## src/rtl/exec_ctrl_pkg.sv

```systemverilog
// Shared encodings and defaults for the execution controller and its key debouncer.
package exec_ctrl_pkg;

    localparam int STATE_W                 = 2;
    localparam int DEBOUNCE_CYCLES_DEFAULT = 500000;

    typedef enum logic [STATE_W-1:0] {
        ST_HALT  = 2'b00,
        ST_STEP  = 2'b01,
        ST_RUN   = 2'b10,
        ST_BREAK = 2'b11
    } exec_state_t;

    // The core is considered stopped whenever it is waiting for the operator.
    function automatic logic is_halted(exec_state_t s);
        return (s == ST_HALT) || (s == ST_BREAK);
    endfunction

endpackage

```

## src/rtl/key_debounce.sv

```systemverilog
// key_debounce: 2-flop sync + stability counter; press pulses 1 cycle after the stable level falls.
// Key latency is 2 sync cycles + DEBOUNCE_CYCLES; no backpressure, press is a fire-and-forget pulse.
module key_debounce
    import exec_ctrl_pkg::*;
#(
    parameter int DEBOUNCE_CYCLES = DEBOUNCE_CYCLES_DEFAULT
) (
    input  logic clk,
    input  logic rst,
    input  logic key_n,
    output logic press
);

    localparam int CNT_W = $clog2(DEBOUNCE_CYCLES + 1);
    localparam logic [CNT_W-1:0] CNT_LAST = CNT_W'(DEBOUNCE_CYCLES - 1);

    logic             sync1_q, sync1_d;
    logic             sync2_q, sync2_d;
    logic             stable_q, stable_d;
    logic             press_q, press_d;
    logic [CNT_W-1:0] cnt_q, cnt_d;

    always_comb begin
        sync1_d  = key_n;
        sync2_d  = sync1_q;
        stable_d = stable_q;
        cnt_d    = '0;
        // Any cycle agreeing with the stable level restarts the count.
        if (sync2_q != stable_q) begin
            if (cnt_q == CNT_LAST) begin
                stable_d = sync2_q;
            end else begin
                cnt_d = cnt_q + 1'b1;
            end
        end
        press_d = stable_q & ~stable_d;
    end

    always_ff @(posedge clk) begin
        if (!rst) begin
            sync1_q  <= 1'b1;
            sync2_q  <= 1'b1;
            stable_q <= 1'b1;
            press_q  <= 1'b0;
            cnt_q    <= '0;
        end else begin
            sync1_q  <= sync1_d;
            sync2_q  <= sync2_d;
            stable_q <= stable_d;
            press_q  <= press_d;
            cnt_q    <= cnt_d;
        end
    end

    assign press = press_q;

endmodule

```

## src/rtl/exec_controller.sv

```systemverilog
// exec_controller: step/run/breakpoint FSM producing a registered one-cycle cpu_en, no backpressure.
// The PC breakpoint is built only when EXEC_CTRL_BREAKPOINT_EN is defined.
module exec_controller
    import exec_ctrl_pkg::*;
#(
    parameter int BIT_WIDTH       = 4,
    parameter int DIV_WIDTH       = 26,
    parameter int DEBOUNCE_CYCLES = DEBOUNCE_CYCLES_DEFAULT
) (
    input  logic                 clk,
    input  logic                 rst,
    input  logic                 step_n,
    input  logic                 run,
    input  logic [DIV_WIDTH-1:0] div_load,
    input  logic [BIT_WIDTH-1:0] pc,
    input  logic [BIT_WIDTH-1:0] bp_addr,
    input  logic                 bp_en,
    output logic                 cpu_en,
    output logic [STATE_W-1:0]   state,
    output logic                 halted,
    output logic [15:0]          cycle_count
);

    logic press;
    logic bp_hit;
    logic tick;

    exec_state_t          state_q, state_d;
    logic                 cpu_en_q, cpu_en_d;
    logic                 halted_q, halted_d;
    logic [15:0]          count_q, count_d;
    logic [DIV_WIDTH-1:0] div_q, div_d;

    key_debounce #(
        .DEBOUNCE_CYCLES(DEBOUNCE_CYCLES)
    ) u_step_key (
        .clk   (clk),
        .rst   (rst),
        .key_n (step_n),
        .press (press)
    );

`ifdef EXEC_CTRL_BREAKPOINT_EN
    assign bp_hit = bp_en && (pc == bp_addr);
`else
    logic bp_unused;
    assign bp_unused = ^{bp_en, bp_addr, pc};
    assign bp_hit    = 1'b0;
`endif

    assign tick = (div_q == '0);

    always_comb begin
        state_d  = state_q;
        div_d    = div_q;
        cpu_en_d = 1'b0;
        count_d  = cpu_en_q ? count_q + 16'd1 : count_q;
        case (state_q)
            ST_HALT: begin
                if (run) begin
                    state_d = ST_RUN;
                    div_d   = div_load;
                end else if (press) begin
                    state_d  = ST_STEP;
                    cpu_en_d = 1'b1;
                end
            end
            ST_STEP: begin
                state_d = ST_HALT;
            end
            ST_RUN: begin
                // Dropping run wins over a tick in the same cycle.
                if (!run) begin
                    state_d = ST_HALT;
                end else if (tick) begin
                    if (bp_hit) begin
                        state_d = ST_BREAK;
                    end else begin
                        cpu_en_d = 1'b1;
                        div_d    = div_load;
                    end
                end else begin
                    div_d = div_q - 1'b1;
                end
            end
            ST_BREAK: begin
                if (!run) begin
                    state_d = ST_HALT;
                end else if (press) begin
                    state_d  = ST_STEP;
                    cpu_en_d = 1'b1;
                end
            end
            default: begin
                state_d = ST_HALT;
            end
        endcase
        halted_d = is_halted(state_d);
    end

    always_ff @(posedge clk) begin
        if (!rst) begin
            state_q  <= ST_HALT;
            cpu_en_q <= 1'b0;
            halted_q <= 1'b1;
            count_q  <= 16'd0;
            div_q    <= '0;
        end else begin
            state_q  <= state_d;
            cpu_en_q <= cpu_en_d;
            halted_q <= halted_d;
            count_q  <= count_d;
            div_q    <= div_d;
        end
    end

    assign cpu_en      = cpu_en_q;
    assign state       = state_q;
    assign halted      = halted_q;
    assign cycle_count = count_q;

endmodule

```

## config.mk

```make
export PLATFORM = sky130hd
export DESIGN_NAME = exec_controller
export DESIGN_NICKNAME = d
export VERILOG_FILES = /design/src/rtl/exec_ctrl_pkg.sv /design/src/rtl/key_debounce.sv /design/src/rtl/exec_controller.sv
export SDC_FILE = /design/constraint.sdc
export NUM_CORES = 1
export LEC_CHECK = 0
export BUFFER_PORTS_ARGS = -buffer_cell sky130_fd_sc_hd__buf_2
export CAP_MARGIN = 20
export CORE_ASPECT_RATIO = 0.8
export CORE_MARGIN = 2
export CORE_UTILIZATION = 31
export CTS_CLUSTER_SIZE = 12
export DETAILED_ROUTE_END_ITERATION = 7
export PLACE_DENSITY = 0.55
export REMOVE_ABC_BUFFERS = 1
export SYNTH_ARGS = -nofsm -noshare
export SYNTH_HDL_FRONTEND = slang
export SYNTH_HIERARCHICAL = 1
export SYNTH_SLANG_ARGS = --single-unit
```

## constraint.sdc

```tcl
create_clock -name clk -period 4.5 [get_ports clk]
set_input_delay 0.9 -clock clk [delete_from_list [all_inputs] [get_ports clk]]
set_output_delay 0.9 -clock clk [all_outputs]
set_load 0.02 [all_outputs]
```

* After elaboration in Yosys (flattened, before gate mapping)
Index checks and enable logic that the tools add are counted.
Widths: inputs -> output; s select.
** Operators by class
- Add/sub/neg operators :: 3
- Multiply operators :: 0
- Divide/modulo/power cells :: 0
- Magnitude comparators :: 0
- Equal/unequal tests :: 8
- Shifts and indexed selects :: 0
- Muxes and demuxes :: 17
- Bitwise gates (word level) :: 4
- Reduce and logical (&&, ||, !) cells :: 7
** Operators with widths (count)
- $mux 26 :: 3
- $pmux 26 s2 :: 1
- $logic_not 26->1 :: 1
- $sub 26x1->26 const B :: 1
- $add 19x1->19 const B :: 1
- $eq 19x19->1 const B :: 1
- $add 16x1->16 const B :: 1
- $mux 2 :: 4
- $pmux 2 s4 :: 1
- $mux 1 :: 7
- $eq 2x2->1 const B :: 3
- $logic_not 2->1 :: 2
- $ne 2x2->1 const B :: 2
- $not 1->1 :: 3
- $pmux 1 s3 :: 1
- $reduce_and 3->1 :: 1
- $reduce_or 3->1 :: 1
- $eq 2x1->1 const B :: 1
- $reduce_bool 2->1 :: 1
- $and 1x1->1 :: 1
- $logic_or 1x1->1 :: 1
- $ne 1x1->1 :: 1
** Storage, ports and cells
- Register bits after elaboration :: 69
- Latch bits :: 0
- Memory bits (writable) :: 0
- Bits in read-only memories :: 0
- Input bits :: 39
- Output and inout port bits :: 20
- Memories :: 0

* Longest topological paths before layout
- Depth after elaboration :: 5
- Gate-level depth with buffers :: 8
- Depth with buffers taken out :: 7

* Hierarchy
The synthesis kept the hierarchy.
** By module, submodules not included
- exec_controller :: instances 1, cells an instance 330, area each 2596.2 um^2, sequential area each 920.9 um^2
- key_debounce :: instances 1, cells an instance 110, area each 1004.7 um^2, sequential area each 460.4 um^2

* Least setup slack after synthesis
No wires, ideal clock.
- Path kind :: reg2reg
- From :: register div_q[5]
- To :: register div_q[15]
- Arrival :: 2364 ps
- Setup slack :: 2011 ps
- Stages on the path, launching flop included :: 8
- Path buffers :: 2
- Period minus slack after synthesis :: 2489 ps
- Path through :: dfxtp_1 > or4_1 > buf_4 > or4_1 > buf_2 > or4b_1 > a21oi_1 > o22ai_1
** On the way
- Cells in the longest elaborated chain, start to end :: 4
** Ends and longest elaborated chain
- start, declared :: RTL line exec_controller.sv:32 : logic [DIV_WIDTH-1:0] div_q, div_d;
- start signal, assigned :: RTL line exec_controller.sv:113 : div_q <= div_d;
- $sub 26x1->26 / $logic_not 26->1 (equally long branches) :: RTL line exec_controller.sv:83, exec_controller.sv:51
- $mux 26 (*) :: RTL line exec_controller.sv:75 : end else if (tick) begin
- $mux 26 (*) :: RTL line exec_controller.sv:73 : if (!run) begin
- $pmux 26 s2 (*) :: RTL line exec_controller.sv:58 : case (state_q)
Mark *: on every way between the ends. The rest lies on a longest branch, timed or not. The select of a mux whose other input is x is not followed.
A chain may end at the register's enable or synchronous reset.

* Worst setup path in the final report
- From :: register div_q[2]
- To :: register div_q[23]
Same word-level chain as after synthesis.

==> metrics.md <==
| Metric | Value |
|---|---|
| Status | finished, final reports clean |
| Post-synthesis sequential area ratio | between 30% and 40% |
| Hold path depth | 1 |
| # setup viols final | 0 |
| Critical Path Sink Type | register |
| Number of global-route vias before repair | 3,118 |
| Total CTS buffers | 9 |
| Rows | 35 |
| Top cell type's share of synthesized area | a little under two fifths |
| Switch Pwr | about 0.4 mW |
| Tmin final | between 2 and 3 ns |
| H-tree levels | 3 |
| Initial antenna violation count | 0 |
| # IOs | slightly below 60 |
| Number of DRC markers in iteration 0 | roughly 220 |
| Min-delay src | u_step_key/sync1_q$_SDFF_PN1_ |
| CTS clk-pin slew, worst paths | 0.06 ns |
| Worst setup margin | roughly 1.5 ns |
| DRT antenna net count | 0 |
| Die Y | 100 um |
| Reg2reg path depth | 6 |
| Pre-Repair DR Iteration Count | 4 |
| Final GP Congestion | 0.835 |
| Final Cycle Share | 66.6% |
| Max Clk Rate | 334 MHz |
| Arrival time worst endpoint | roughly 3.2 ns |
| Slew headroom | about 33% |
| Grt total ovfl | 0 |
| Syn. warnings | 6 |
| Area leader, netlist | dfxtp_1 |
| Reg-to-reg slack, setup | ~1.5 ns |
| WP data required | between 4 and 5 ns |
| First-pass GRT wire length | between 15 and 20 mm |
| Worst setup SP type | register |
| Slew Viols, Final | 0 |
| Net count, final | about 520 |
| Clk_skew | about 0.0067 ns |
| Critical path class | reg2reg |
| Power per cell area | about 350 mW/mm^2 |
| Syn Inst Count | 440 |
| Async set or reset register ratio after synthesis | 0% |
| Vias | around 3,300 |
| Max FO, Critical Path | 34 |
| Initial Utilization | approximately a third |
| TritonCTS Sinks | 69 |
| Root Buffer | clkbuf_16 |
| Syn-to-layout area delta | 18.2% |
| Largest net degree at the start of global routing | 35 |
| # DRC | 0 |
| Die width | approximately 120 um |
| Final WL | 9.03 mm |
| Worst R2R End | div_q[23]$_SDFFE_PN0P_ |
| Flop pwr share | between 40% and 50% |
| Fraction of layout cells with a size suffix above 1 | between 15 and 20% |
| VDD IR max | ~0.00017 V |
| Final Hold Viols | 0 |
| Clock Latency Late Sink | 0.33 ns |
| Sum Neg Setup Slack | 0 ns |
| Synth Flop Type | dfxtp_1 |
| Max-cap viol count | 0 |
| FF+latch count, synth | approximately 70 |
| Hold endpoint | u_step_key/sync2_q$_SDFF_PN1_ |
| Number of diodes | 0 |
| Cell internal pwr | 1.10 mW |
| Post-synthesis cell type count | 47 |
| Reg-to-Reg Start | div_q[2]$_SDFFE_PN0P_ |
| WL/cell | between 10 and 15 um |
| Clock network fraction of total power | between 40% and 50% |
| Area of the die | approximately 0.012 mm^2 |
| Post-DP HPWL | about 6.2 mm |
| Pleak | about 1.5 nW |
| Maximum clock insertion buffer count | 2 |
| Post-Syn Area | ~0.0036 mm^2 |
| Worst min-delay path class | reg2reg |
| Tightest Pin Transition | about 1 ns |
| Post-CTS setup repair buffer count | 0 |
| Post-CTS resize count | 0 |
| Core area | around 0.011 mm^2 |
| Pre-CTS setup slack | about 1.5 ns |
| Fraction of power spent switching nets | a little over a quarter |
| CTS tree | yes |
| Syn Area/Cell | 8.18 um^2 |
| Unrepaired setup endpoints after global routing | false |
| Total GRT Usage | between 10% and 20% |
| Post-synth EDFFs | 0 |
| Top post-synthesis cells by area | dfxtp_1 (38%), nand2_1 (5.3%), nor2_1 (5.0%), xnor2_1 (4.1%), xor2_1 (4.1%) |
| Cts hold-fix bufs | 0 |
| Comb pwr share | approximately an eighth |
| I/O Buffers | about 50 |
| Via density | between 5 and 6 |
-- power by group through the flow --
stage,Combinational (mW),Clock [mW],Sequential (mW)
after floorplan,0.135,0,0.662
after global placement,0.194,0,0.666
after detailed placement,0.197,0,0.667
after CTS,0.198,0.674,0.654
after global routing,0.220,0.699,0.658
final,0.199,0.649,0.654
-- through the flow --
stage | instances | total power, mW | utilization (%) | instance area, um^2 | hold slack, ns
after global placement | 618 | 0.860 | 34.8 | 3980 | 0.395
after CTS | 633 | 1.53 | 37.2 | 4260 | 0.413
after global routing | 633 | 1.58 | 37.2 | 4260 | 0.449
final | 633 | 1.50 | 37.2 | 4260 | 0.409
after detailed placement | 618 | 0.864 | 34.8 | 3980 | 0.399
after floorplan | 417 | 0.797 | - | 3500 | 0.386
-- cell type report --
cell class / instances / area [um^2]
multi-input cells: 338 / 2100
repair buffers: 53 / 275
clock inverters: 5 / 37.5
clock buffers: 10 / 239
fillers: 1188 / 7170
flip-flops and latches: 69 / 1380
well taps: 148 / 185
inverters: 10 / 37.5
-- layout by cell type, fill, tap and decap left out, types with 3 or more instances in the layout --
cell type,n
a21oi_1,16
a2bb2oi_1,9
a31oi_1,9
and3_1,8
and4_1,3
buf_2,49
buf_4,4
clkbuf_16,9
dfxtp_1,69
ha_1,4
inv_1,10
mux2i_1,11
nand2_1,51
nand2b_1,7
nand3_1,21
nand4_1,14
nor2_1,48
nor2b_1,3
nor3_1,9
nor4_1,14
nor4b_1,3
o21ai_0,10
o22ai_1,15
o31a_1,3
o31ai_1,3
or2_2,5
or3_1,7
or4_1,11
xnor2_1,17
xor2_1,17
-- Yosys cell counts (7+ instances only) --
library cell / number
a21oi_1: 16
a2bb2oi_1: 9
a31oi_1: 10
and3_1: 8
clkbuf_1: 18
dfxtp_1: 69
inv_1: 10
mux2i_1: 11
nand2_1: 51
nand2b_1: 7
nand3_1: 21
nand4_1: 14
nor2_1: 48
nor3_1: 9
nor4_1: 14
o21ai_0: 10
o22ai_1: 15
or3_1: 7
or4_1: 11
xnor2_1: 17
xor2_1: 17
-- state kept, by name, indices dropped and copies added (netlist names) --
name	cells
state	2
cycle_count	16
halted	1
u_step_key/sync2_q	1
u_step_key/sync1_q	1
u_step_key/stable_q	1
div_q	26
u_step_key/press	1
u_step_key/cnt_q	19
cpu_en	1
-- worst max-delay path, cell delays in order (launching register included) --
cell     delay (ns)
dfxtp_1        0.36
or3_1          0.45
nor4b_1        0.81
a31oi_4        0.57
buf_4          0.37
mux2i_1        0.13
o32ai_1        0.21
-- worst max-delay path by stage --
stage                                startpoint                endpoint  slack, ns  cells past startpoint
final                     div_q[2]$_SDFFE_PN0P_  div_q[23]$_SDFFE_PN0P_       1.50                      6
after CTS                 div_q[2]$_SDFFE_PN0P_  div_q[23]$_SDFFE_PN0P_       1.51                      6
after global routing      div_q[2]$_SDFFE_PN0P_  div_q[23]$_SDFFE_PN0P_       1.28                      6
after detailed placement  div_q[2]$_SDFFE_PN0P_  div_q[23]$_SDFFE_PN0P_       1.53                      6
after floorplan           div_q[0]$_SDFFE_PN0P_  div_q[13]$_SDFFE_PN0P_       1.00                      6
after global placement    div_q[2]$_SDFFE_PN0P_  div_q[23]$_SDFFE_PN0P_       1.61                      6
-- metal layers --
layer	GRT usage, %	routed length, um
met1	19.9	4490
met4	4.67	106
met3	3.57	509
met2	23.8	3930
met5	0	0
-- cell families after synthesis --
group                    Yosys count  synth area share [%]
AO/OA/AOI/OAI                     74                  13.7
XOR/XNOR                          34                  8.27
adder cells (fa/ha/maj)            4                  1.39
buffers and inverters             33                  3.79
flip-flops                        69                  38.4
multiplexers                      12                  3.37
AND/OR/NAND/NOR                  214                  31.1
Note: power is estimated with default switching activity, not from simulation.
